==> config.mk <==
export PLATFORM = sky130hd
export DESIGN_NAME = sdram_cmd_monitor
export DESIGN_NICKNAME = d
export VERILOG_FILES = /design/src/rtl/sdram_pkg.sv /design/src/rtl/sdram_gap_timer.sv /design/src/rtl/sdram_cmd_monitor.sv
export SDC_FILE = /design/constraint.sdc
export NUM_CORES = 1
export LEC_CHECK = 0
export ABC_AREA = 1
export BUFFER_PORTS_ARGS = -buffer_cell sky130_fd_sc_hd__buf_2
export CAP_MARGIN = 5
export CORE_MARGIN = 10
export CORE_UTILIZATION = 58
export CTS_CLUSTER_DIAMETER = 40
export CTS_CLUSTER_SIZE = 25
export DETAILED_ROUTE_END_ITERATION = 16
export MAX_ROUTING_LAYER = met4
export PLACE_DENSITY = 0.95
export SYNTH_ARGS = -nofsm -noshare
export SYNTH_HDL_FRONTEND = slang
export SYNTH_HIERARCHICAL = 1
export SYNTH_SLANG_ARGS = --single-unit
==> constraint.sdc <==
create_clock -name sys_clk -period 3 [get_ports sys_clk]
set_clock_uncertainty 0.15 [all_clocks]
set_input_delay 0.15 -clock sys_clk [delete_from_list [all_inputs] [get_ports sys_clk]]
set_output_delay 0.15 -clock sys_clk [all_outputs]
set_load 0.01 [all_outputs]
==> src/rtl/sdram_pkg.sv <==
// sdram_pkg: shared definitions for the SDRAM command monitor.
// Holds the command encodings {cs_n,ras_n,cas_n,we_n}, the monitor state
// encoding, the error-cause codes and the command decode helper.
package sdram_pkg;

   typedef enum logic [3:0] {
      CMD_MRS   = 4'b0000,
      CMD_AREF  = 4'b0001,
      CMD_PRE   = 4'b0010,
      CMD_ACT   = 4'b0011,
      CMD_WRITE = 4'b0100,
      CMD_READ  = 4'b0101,
      CMD_BST   = 4'b0110,
      CMD_NOP   = 4'b0111
   } cmd_e;

   typedef enum logic [2:0] {
      ST_POWER,
      ST_WAIT_PRE,
      ST_AREF,
      ST_READY,
      ST_ERR
   } state_e;

   localparam logic [2:0] ERR_NONE       = 3'd0;
   localparam logic [2:0] ERR_EARLY      = 3'd1;
   localparam logic [2:0] ERR_SEQ        = 3'd2;
   localparam logic [2:0] ERR_TRP        = 3'd3;
   localparam logic [2:0] ERR_TRC        = 3'd4;
   localparam logic [2:0] ERR_TMRD       = 3'd5;
   localparam logic [2:0] ERR_AREF_SHORT = 3'd6;

   // A deselected device (cs_n high) sees the bus exactly like a NOP.
   function automatic cmd_e decode_cmd(input logic [3:0] raw);
      return raw[3] ? CMD_NOP : cmd_e'(raw);
   endfunction

endpackage

==> src/rtl/sdram_gap_timer.sv <==
// sdram_gap_timer: counts NOP cycles since the last real command and flags
// tRP / tRC / tMRD gap violations against that command.
// Ports:
//   sys_clk, sys_rst_n : clock, asynchronous active-low reset
//   i_hold             : freeze counter and last-command register
//   i_cmd              : decoded command sampled this cycle
//   o_trp_viol         : last command PRECHARGE and gap < TRP_CLK
//   o_trc_viol         : last command AUTO_REF and gap < TRC_CLK
//   o_tmrd_viol        : last command MRS and gap < TMRD_CLK
module sdram_gap_timer
   import sdram_pkg::*;
#(
   parameter int TRP_CLK  = 2,
   parameter int TRC_CLK  = 7,
   parameter int TMRD_CLK = 3
) (
   input  logic sys_clk,
   input  logic sys_rst_n,
   input  logic i_hold,
   input  cmd_e i_cmd,
   output logic o_trp_viol,
   output logic o_trc_viol,
   output logic o_tmrd_viol
);

   localparam logic [3:0] GAP_TRP  = 4'(TRP_CLK);
   localparam logic [3:0] GAP_TRC  = 4'(TRC_CLK);
   localparam logic [3:0] GAP_TMRD = 4'(TMRD_CLK);

   logic [3:0] r_gap_cnt;
   cmd_e       r_last_cmd;

   always_ff @(posedge sys_clk or negedge sys_rst_n)
      if (!sys_rst_n) begin
         r_gap_cnt  <= 4'd0;
         r_last_cmd <= CMD_NOP;
      end else if (!i_hold) begin
         r_gap_cnt  <= (i_cmd != CMD_NOP) ? 4'd0 : (r_gap_cnt == 4'hF) ? r_gap_cnt : r_gap_cnt + 4'd1;
         r_last_cmd <= (i_cmd != CMD_NOP) ? i_cmd : r_last_cmd;
      end

   assign o_trp_viol  = (r_last_cmd == CMD_PRE)  && (r_gap_cnt < GAP_TRP);
   assign o_trc_viol  = (r_last_cmd == CMD_AREF) && (r_gap_cnt < GAP_TRC);
   assign o_tmrd_viol = (r_last_cmd == CMD_MRS)  && (r_gap_cnt < GAP_TMRD);

endmodule

==> src/rtl/sdram_cmd_monitor.sv <==
// sdram_cmd_monitor: passive checker of the SDRAM power-up/init command
// sequence; captures the mode register and counts refreshes.
// Optional gap-timing checks (tRP/tRC/tMRD, codes 3..5) are built only when
// SDRAM_MON_TIMING_CHK_EN is defined.
// Ports:
//   sys_clk, sys_rst_n   : clock, asynchronous active-low reset
//   cmd_in/ba_in/addr_in : sampled {cs_n,ras_n,cas_n,we_n}, bank, A10..A0
//   init_done            : legal init completed (held while READY)
//   mode_valid/mode_reg  : captured MRS address; cas_lat/burst_len fields
//   aref_cnt / ref_cnt   : init refresh count / post-init refresh count
//   err_valid / err_code : sticky error flag and first error cause
module sdram_cmd_monitor
   import sdram_pkg::*;
#(
   parameter int T_POWER  = 20000,
   parameter int TRP_CLK  = 2,
   parameter int TRC_CLK  = 7,
   parameter int TMRD_CLK = 3,
   parameter int AREF_MIN = 8
) (
   input  logic        sys_clk,
   input  logic        sys_rst_n,
   input  logic [3:0]  cmd_in,
   input  logic [1:0]  ba_in,
   input  logic [10:0] addr_in,
   output logic        init_done,
   output logic        mode_valid,
   output logic [10:0] mode_reg,
   output logic [2:0]  cas_lat,
   output logic [2:0]  burst_len,
   output logic [3:0]  aref_cnt,
   output logic [15:0] ref_cnt,
   output logic        err_valid,
   output logic [2:0]  err_code
);

   localparam int            PW         = $clog2(T_POWER + 1);
   localparam logic [PW-1:0] PWR_MAX    = PW'(T_POWER);
   localparam logic [3:0]    AREF_MIN_L = 4'(AREF_MIN);

   state_e        r_state, w_next;
   logic [PW-1:0] r_pwr_cnt;
   cmd_e          w_cmd;
   logic          w_nop, w_ba0, w_pwr_ok, w_pre_a10;
   logic          w_cap, w_aref_inc, w_ref_inc;
   logic          w_trp_viol, w_trc_viol, w_tmrd_viol;
   logic [2:0]    w_code;

   assign w_cmd     = decode_cmd(cmd_in);
   assign w_nop     = w_cmd == CMD_NOP;
   assign w_ba0     = ba_in == 2'b00;
   assign w_pwr_ok  = r_pwr_cnt == PWR_MAX;
   assign w_pre_a10 = (w_cmd == CMD_PRE) && addr_in[10];
   assign cas_lat   = mode_reg[6:4];
   assign burst_len = mode_reg[2:0];

`ifdef SDRAM_MON_TIMING_CHK_EN
   logic r_first;
   logic w_tmrd_raw;

   sdram_gap_timer #(
      .TRP_CLK  (TRP_CLK),
      .TRC_CLK  (TRC_CLK),
      .TMRD_CLK (TMRD_CLK)
   ) u_gap_timer (
      .sys_clk     (sys_clk),
      .sys_rst_n   (sys_rst_n),
      .i_hold      (r_state == ST_ERR),
      .i_cmd       (w_cmd),
      .o_trp_viol  (w_trp_viol),
      .o_trc_viol  (w_trc_viol),
      .o_tmrd_viol (w_tmrd_raw)
   );

   // tMRD is only enforced on the first real command after the init MRS.
   always_ff @(posedge sys_clk or negedge sys_rst_n)
      if (!sys_rst_n) r_first <= 1'b0;
      else            r_first <= (w_next == ST_READY) && (r_state != ST_READY || (r_first && w_nop));

   assign w_tmrd_viol = r_first && w_tmrd_raw;
`else
   assign w_trp_viol  = 1'b0;
   assign w_trc_viol  = 1'b0;
   assign w_tmrd_viol = 1'b0;
`endif

   always_comb begin
      w_next     = r_state;
      w_code     = ERR_NONE;
      w_cap      = 1'b0;
      w_aref_inc = 1'b0;
      w_ref_inc  = 1'b0;
      case (r_state)
         // WAIT_PRE only differs from POWER in that pwr_cnt has saturated.
         ST_POWER, ST_WAIT_PRE: begin
            if (!w_nop && !w_pwr_ok) w_code = ERR_EARLY;
            else if (w_pre_a10)      w_next = ST_AREF;
            else if (!w_nop)         w_code = ERR_SEQ;
            else if (w_pwr_ok)       w_next = ST_WAIT_PRE;
         end
         // Priority chain yields the lowest code when causes coincide.
         ST_AREF: if (!w_nop) begin
            w_code     = !(w_cmd == CMD_AREF || (w_cmd == CMD_MRS && w_ba0)) ? ERR_SEQ :
                         w_trp_viol ? ERR_TRP :
                         w_trc_viol ? ERR_TRC :
                         (w_cmd == CMD_MRS && aref_cnt < AREF_MIN_L) ? ERR_AREF_SHORT : ERR_NONE;
            w_aref_inc = (w_code == ERR_NONE) && (w_cmd == CMD_AREF);
            w_cap      = (w_code == ERR_NONE) && (w_cmd == CMD_MRS);
            w_next     = w_cap ? ST_READY : r_state;
         end
         ST_READY: if (!w_nop) begin
            w_code    = w_tmrd_viol ? ERR_TMRD : ERR_NONE;
            w_ref_inc = !w_tmrd_viol && (w_cmd == CMD_AREF);
            w_cap     = !w_tmrd_viol && (w_cmd == CMD_MRS) && w_ba0;
         end
         default: ;
      endcase
      if (w_code != ERR_NONE) w_next = ST_ERR;
   end

   always_ff @(posedge sys_clk or negedge sys_rst_n)
      if (!sys_rst_n) begin
         r_state    <= ST_POWER;
         r_pwr_cnt  <= '0;
         init_done  <= 1'b0;
         mode_valid <= 1'b0;
         mode_reg   <= 11'd0;
         aref_cnt   <= 4'd0;
         ref_cnt    <= 16'd0;
         err_valid  <= 1'b0;
         err_code   <= ERR_NONE;
      end else begin
         r_state    <= w_next;
         r_pwr_cnt  <= w_pwr_ok ? r_pwr_cnt : r_pwr_cnt + PW'(1);
         init_done  <= w_next == ST_READY;
         err_valid  <= w_next == ST_ERR;
         err_code   <= (w_code != ERR_NONE) ? w_code : err_code;
         mode_reg   <= w_cap ? addr_in : mode_reg;
         mode_valid <= mode_valid | w_cap;
         aref_cnt   <= (w_aref_inc && aref_cnt != 4'hF) ? aref_cnt + 4'd1 : aref_cnt;
         ref_cnt    <= (w_ref_inc && ref_cnt != 16'hFFFF) ? ref_cnt + 16'd1 : ref_cnt;
      end

endmodule

* Word level (Yosys, flattened, before mapping)
Index checks and enable logic that the tools add are counted.
W data, S select, Z words.
** Word-level totals
- Output and inout port bits :: 43
- Bits of input ports :: 19
- Word-level logic and storage cells :: 65
- Flip-flop bits (word level) :: 55
** Cells by class
- Multiplexer cells :: 23
- Add/subtract/negate cells :: 3
- Bitwise operators :: 1
- Reduce and logical (&&, ||, !) cells :: 17
- $lt $le $gt $ge :: 1
- Equality and inequality tests :: 11
** Operators by type and width (count)
- $mux W3 :: 11
- $add A16 B1 Y16 const B :: 1
- $ne A16 B16 Y1 const B :: 1
- $add A15 B1 Y15 const B :: 1
- $eq A15 B15 Y1 const B :: 1
- $eq A3 B2 Y1 const B :: 4
- $pmux W3 S2 :: 2
- $logic_and A1 B1 Y1 :: 8
- $eq A3 B1 Y1 const B :: 2
- $eq A3 B3 Y1 const B :: 2
- $logic_not A3 Y1 :: 2
- $mux W1 :: 6
- $mux W2 :: 3
- $add A4 B1 Y4 const B :: 1
- $logic_not A4 Y1 :: 1
- $lt A4 B4 Y1 const B :: 1
- $ne A4 B4 Y1 const B :: 1
- $reduce_bool A3 Y1 :: 1
- $logic_not A1 Y1 :: 2
- $logic_not A2 Y1 :: 1
- $pmux W1 S2 :: 1
- $reduce_or A2 Y1 :: 1
- $logic_or A1 B1 Y1 :: 1
- $or A1 B1 Y1 :: 1

* Depth between registers and ports, before layout
- Word-level depth :: 12
- Mapped depth :: 14
- Gate-level depth less buffers :: 14

* Worst setup path after synthesis
Ideal clock, no wire load.
- Path type :: flip-flop to flip-flop
- Start :: register r_pwr_cnt[0]
- End :: register err_valid
- Clock period less this slack :: 1636 ps
- Stages on the path, launching flop included :: 14
- Buffers on the path :: 0
- Data required time :: 2737 ps
- Setup slack :: 1364 ps
- Setup time :: 113 ps
- Data arrival time :: 1373 ps
- Cells stage by stage :: dfrtp_1 > inv_1 > ha_1 > nand2_1 > inv_1 > nand2_1 > nor2_2 > nand2_2 > nand3_2 > inv_2 > nor2_4 > o21ai_1 > nand2_1 > inv_1
** Between the ends
- Word-level cells in the longest chain between the ends :: 8
- Elaborated cells on any way between the ends :: 13
- Classes of those cells :: eq/ne (2); mux (8); reduce/logical (3)
** RTL lines
- start, declared :: line sdram_cmd_monitor.sv:42 : logic [PW-1:0] r_pwr_cnt;
- start signal, assigned :: line sdram_cmd_monitor.sv:134 : r_pwr_cnt <= w_pwr_ok ? r_pwr_cnt : r_pwr_cnt + PW'(1);
- $eq A15 B15 Y1 * :: line sdram_cmd_monitor.sv:52 : assign w_pwr_ok = r_pwr_cnt == PWR_MAX;
- $mux W3 or $logic_not A1 Y1 (tied branches) :: line sdram_cmd_monitor.sv:99, sdram_cmd_monitor.sv:96
- $mux W3 or $logic_and A1 B1 Y1 (tied branches) :: line sdram_cmd_monitor.sv:98, sdram_cmd_monitor.sv:96
- $mux W3 or $mux W2 (tied branches) :: line sdram_cmd_monitor.sv:97, sdram_cmd_monitor.sv:96
- $mux W3 or $pmux W3 S2 (tied branches) :: line sdram_cmd_monitor.sv:96, sdram_cmd_monitor.sv:93
- $pmux W3 S2 or $reduce_bool A3 Y1 (tied branches) :: line sdram_cmd_monitor.sv:93, sdram_cmd_monitor.sv:118
- $mux W3 * :: line sdram_cmd_monitor.sv:118 : if (w_code != ERR_NONE) w_next = ST_ERR;
- $eq A3 B3 Y1 * :: line sdram_cmd_monitor.sv:136 : err_valid <= w_next == ST_ERR;
- end signal, assigned :: line sdram_cmd_monitor.sv:130 : err_valid <= 1'b0;
- end signal, assigned :: line sdram_cmd_monitor.sv:136
- end, declared :: line sdram_cmd_monitor.sv:33 : output logic err_valid,
Mark *: on every way between the ends. The rest lies on a longest branch, timed or not.
A chain may end at the register's enable or synchronous reset.

* Final worst setup path
- Start :: register r_state[2]
- End :: register ref_cnt[14]
** Between the ends
- Word-level cells in the longest chain between the ends :: 3
** RTL lines
- start, declared :: line sdram_cmd_monitor.sv:41 : state_e r_state, w_next;
- start signal, assigned :: line sdram_cmd_monitor.sv:133 : r_state <= w_next;
- $eq A3 B2 Y1 :: line sdram_cmd_monitor.sv:93 : case (r_state)
- $mux W1 :: line sdram_cmd_monitor.sv:93
- $logic_and A1 B1 Y1 :: line sdram_cmd_monitor.sv:141 : ref_cnt <= (w_ref_inc && ref_cnt != 16'hFFFF) ? ref_cnt + 16'd1 : ref_cnt;
- end signal, assigned :: line sdram_cmd_monitor.sv:141
- end, declared :: line sdram_cmd_monitor.sv:32 : output logic [15:0] ref_cnt,
Every way passes these cells.

==> metrics.md <==
| Metric | Value |
|---|---|
| Post-synthesis sequential area ratio | `about half` |
| Routed Antenna Nets | `0` |
| Number of synthesized register bits | `between 50 and 60` |
| Routed WL | `roughly 6600 µm` |
| Crit start category | `flop` |
| Layout cells sized above 1 | `between 20% and 30%` |
| Hold_sp | `cmd_in[0]` |
| Worst r2r dst | `ref_cnt[14]$_DFFE_PN0P_` |
| Clock power frac | `33.4%` |
| First-pass GRT wire length | `about 11000 µm` |
| Port Buffer Count | `between 60 and 70` |
| Fin crit period | `roughly 1.8 ns` |
| Post-Layout Cell Count | `around 470` |
| Critical path type | `reg -> reg` |
| Post-Syn Area per Cell | `about 8.6 µm²` |
| Status | `complete, no violations` |
| Core ar. | `0.004723 mm²` |
| Clk pin slew, worst setup/hold paths | `approximately 0.1 ns` |
| Die H | `about 90 µm` |
| Drt pass-1 iters | `4` |
| DIE WIDTH | `between 80 and 90 µm` |
| Sw frac | `between 20% and 30%` |
| Hold Crit Depth | `4` |
| Synth cell types | `27` |
| Clk root buf | `clkbuf_8` |
| Net switching power | `just under 0.0003 W` |
| Max Cap Violations | `0` |
| Sequential share of power | `60.6%` |
| Initial antenna violation count | `0` |
| Placed cells | `about 450` |
| Nets | `roughly 420` |
| Pin count of the biggest net entering global routing | `56` |
| P_int | `around 0.00094 W` |
| Slew @ Worst Pin | `about 0.67 ns` |
| Via density | `approximately 5.0` |
| Slew Limit Fails | `0` |
| Reg2reg start | `r_state[2]$_DFF_PN0_` |
| H-tree Lvls | `2` |
| Starting Density | `approximately 60%` |
| Final Hold Violating Endpoints | `0` |
| Peak supply drop | `~0.21 mV` |
| Vias in the first global route | `2400` |
| Fill cell count | `~340` |
| Cts-stage hold buffer count | `12` |
| DRC errors left | `0` |
| Clock Latency Late Sink | `around 0.31 ns` |
| Syn Nets | `351` |
| Leakage | `between 1.5 and 2 nW` |
| Cell count after synthesis | `328` |
| CTS tree | `built` |
| PostCTS Resize Cnt | `0` |
| Gpl congestion | `around 0.85` |
| FF-to-FF path depth | `7` |
| Max FO, Critical Path | `15` |
| Post-CTS setup buffers | `0` |
| Via count | `2350` |
| Max Freq | `~560 MHz` |
| Hold Crit Class | `in -> reg` |
| Setup TNS | `0 ns` |
| Relative slew slack | `55.43%` |
| Combinational Power Share | `6.0%` |
| Setup Viol. Count Final | `0` |
| Worst hold slack | `around 0.10 ns` |
| Total Routing Usage GR | `between 10% and 20%` |
| I/O Pins | `62` |
| Setup repair after global routing missed its margin | `false` |
| Nature of the critical path endpoint | `flop` |
| Row cnt | `25` |
| CTS Sinks | `55` |
| Largest register FFs | `16` |
| DP HPWL | `between 4000 and 5000 µm` |
| Clk buf depth | `2` |
| Required @ worst endpoint | `approximately 3.1 ns` |
| DR WL/cell | `14.06 µm` |
| Cell Pwr Density | `370.5 mW/mm²` |
| Synth Warn # | `6` |
| Most common cell after layout, fill and taps aside | `nand2_1` |
| Final worst path period share | `around 60%` |
| CTS Buf Count | `5` |
| Antenna fix cells | `0` |
| Die area | `between 0.008 and 0.009 mm²` |
| Total gr overflow | `0` |
| Mapped cell area | `approximately 0.0028 mm²` |
| Reg2Reg Setup Slack | `between 1 and 1.5 ns` |
| Worst Path Arrival | `roughly 1.9 ns` |
| Commonest cells after routing, fill and taps aside | `99 x nand2_1, 61 x buf_2, 55 x dfrtp_1, 34 x inv_1, 27 x nor2_1` |
| Worst hold endpoint | `err_code[2]$_DFFE_PN0P_` |
| Area growth syn-to-layout | `18.84%` |
| Drt initial violations | `roughly 150` |
-- critical path: stages, from the launching register on --
cell	delay (ns)
dfrtp_1	0.43
inv_1	0.12
nand3_1	0.15
nor2_1	0.17
nand2_2	0.19
nor2_1	0.24
nand2_1	0.10
xnor2_1	0.14
-- synthesized netlist by cell type --
cell / number / area share, %
xnor2_1: 12 / 3.7
buf_4: 6 / 1.6
or2_2: 1 / 0.22
nand4_2: 1 / 0.44
nand3_2: 3 / 1.1
nor3_2: 2 / 0.71
a21oi_2: 2 / 0.62
o21ai_0: 5 / 0.89
dfrtp_1: 55 / 49
nor2_1: 27 / 3.6
nor3_1: 7 / 1.2
or2_0: 1 / 0.22
nand4_1: 3 / 0.67
nand3_1: 16 / 2.8
inv_1: 34 / 4.5
mux2_2: 1 / 0.40
inv_2: 6 / 0.80
o21ai_4: 1 / 0.58
a21oi_1: 2 / 0.36
ha_1: 4 / 1.8
xor2_1: 19 / 5.9
nand2_1: 99 / 13
o21ai_1: 1 / 0.18
nand2_2: 6 / 1.3
buf_6: 3 / 1.2
nor2_4: 3 / 1.2
nor2_2: 8 / 1.8
-- worst max-delay path by stage --
stage | startpoint | end | slack, ns | cells past startpoint
after detailed placement | cmd_in[3] | mode_reg[2]$_DFFE_PN0P_ | 1.21 | 9
after global placement | r_pwr_cnt[0]$_DFFE_PN0N_ | err_valid$_DFF_PN0_ | 1.29 | 13
after CTS | r_pwr_cnt[0]$_DFFE_PN0N_ | init_done$_DFF_PN0_ | 1.19 | 12
after floorplan | r_pwr_cnt[0]$_DFFE_PN0N_ | err_valid$_DFF_PN0_ | 1.36 | 13
final | r_state[2]$_DFF_PN0_ | ref_cnt[14]$_DFFE_PN0P_ | 1.20 | 7
after global routing | r_pwr_cnt[0]$_DFFE_PN0N_ | err_valid$_DFF_PN0_ | 1.03 | 13
-- metal layers --
| layer | wire length (µm) | vias up | global-route usage [%] |
|---|---|---|---|
| li1 | - | 1140 | - |
| met1 | 2750 | 1117 | 20.12 |
| met2 | 3303 | 86 | 30.34 |
| met3 | 449 | 7 | 3.791 |
| met4 | 76 | 0 | 5.491 |
| met5 | 0 | - | - |
-- cells by family after synthesis --
group	after synthesis	synth area share, %
AND/OR/NAND/NOR	177	28.53
AO/OA/AOI/OAI	11	2.622
buffers and inverters	49	8.133
flip-flops	55	48.89
XOR/XNOR	31	9.644
adder cells (fa/ha/maj)	4	1.778
multiplexers	1	0.4000
-- power by group through the flow --
stage | Sequential [W] | Clock, W | Combinational [W]
floorplan | 0.000767 | 0 | 0.0000221
global route | 0.000752 | 0.000451 | 0.0000832
finish | 0.000751 | 0.000415 | 0.0000739
global placement | 0.000765 | 0 | 0.0000595
detailed placement | 0.000765 | 0 | 0.0000620
CTS | 0.000751 | 0.000423 | 0.0000744
-- cell type report --
cell class / count / area (µm²) / area share, %
flip-flops and latches: 55 / 1376 / 41.14
multi-input cells: 224 / 1210 / 36.16
repair buffers: 74 / 432.9 / 12.94
inverters: 40 / 150.1 / 4.488
well taps: 67 / 83.83 / 2.506
clock buffers: 5 / 68.82 / 2.057
clock inverters: 3 / 23.77 / 0.7105
-- per-stage QoR --
stage          util, %  instance area [µm²]  total power, W  worst slack [ns]
6_report         70.83                 3346        0.001240             1.200
5_1_grt          70.83                 3346        0.001286             1.032
4_1_cts          70.83                 3346        0.001249             1.191
3_5_place_dp     66.33                 3133       0.0008275             1.213
3_3_place_gp     66.33                 3133       0.0008249             1.295
2_1_floorplan        -                 2815       0.0007887             1.364
Note: power is estimated with default switching activity, not from simulation.
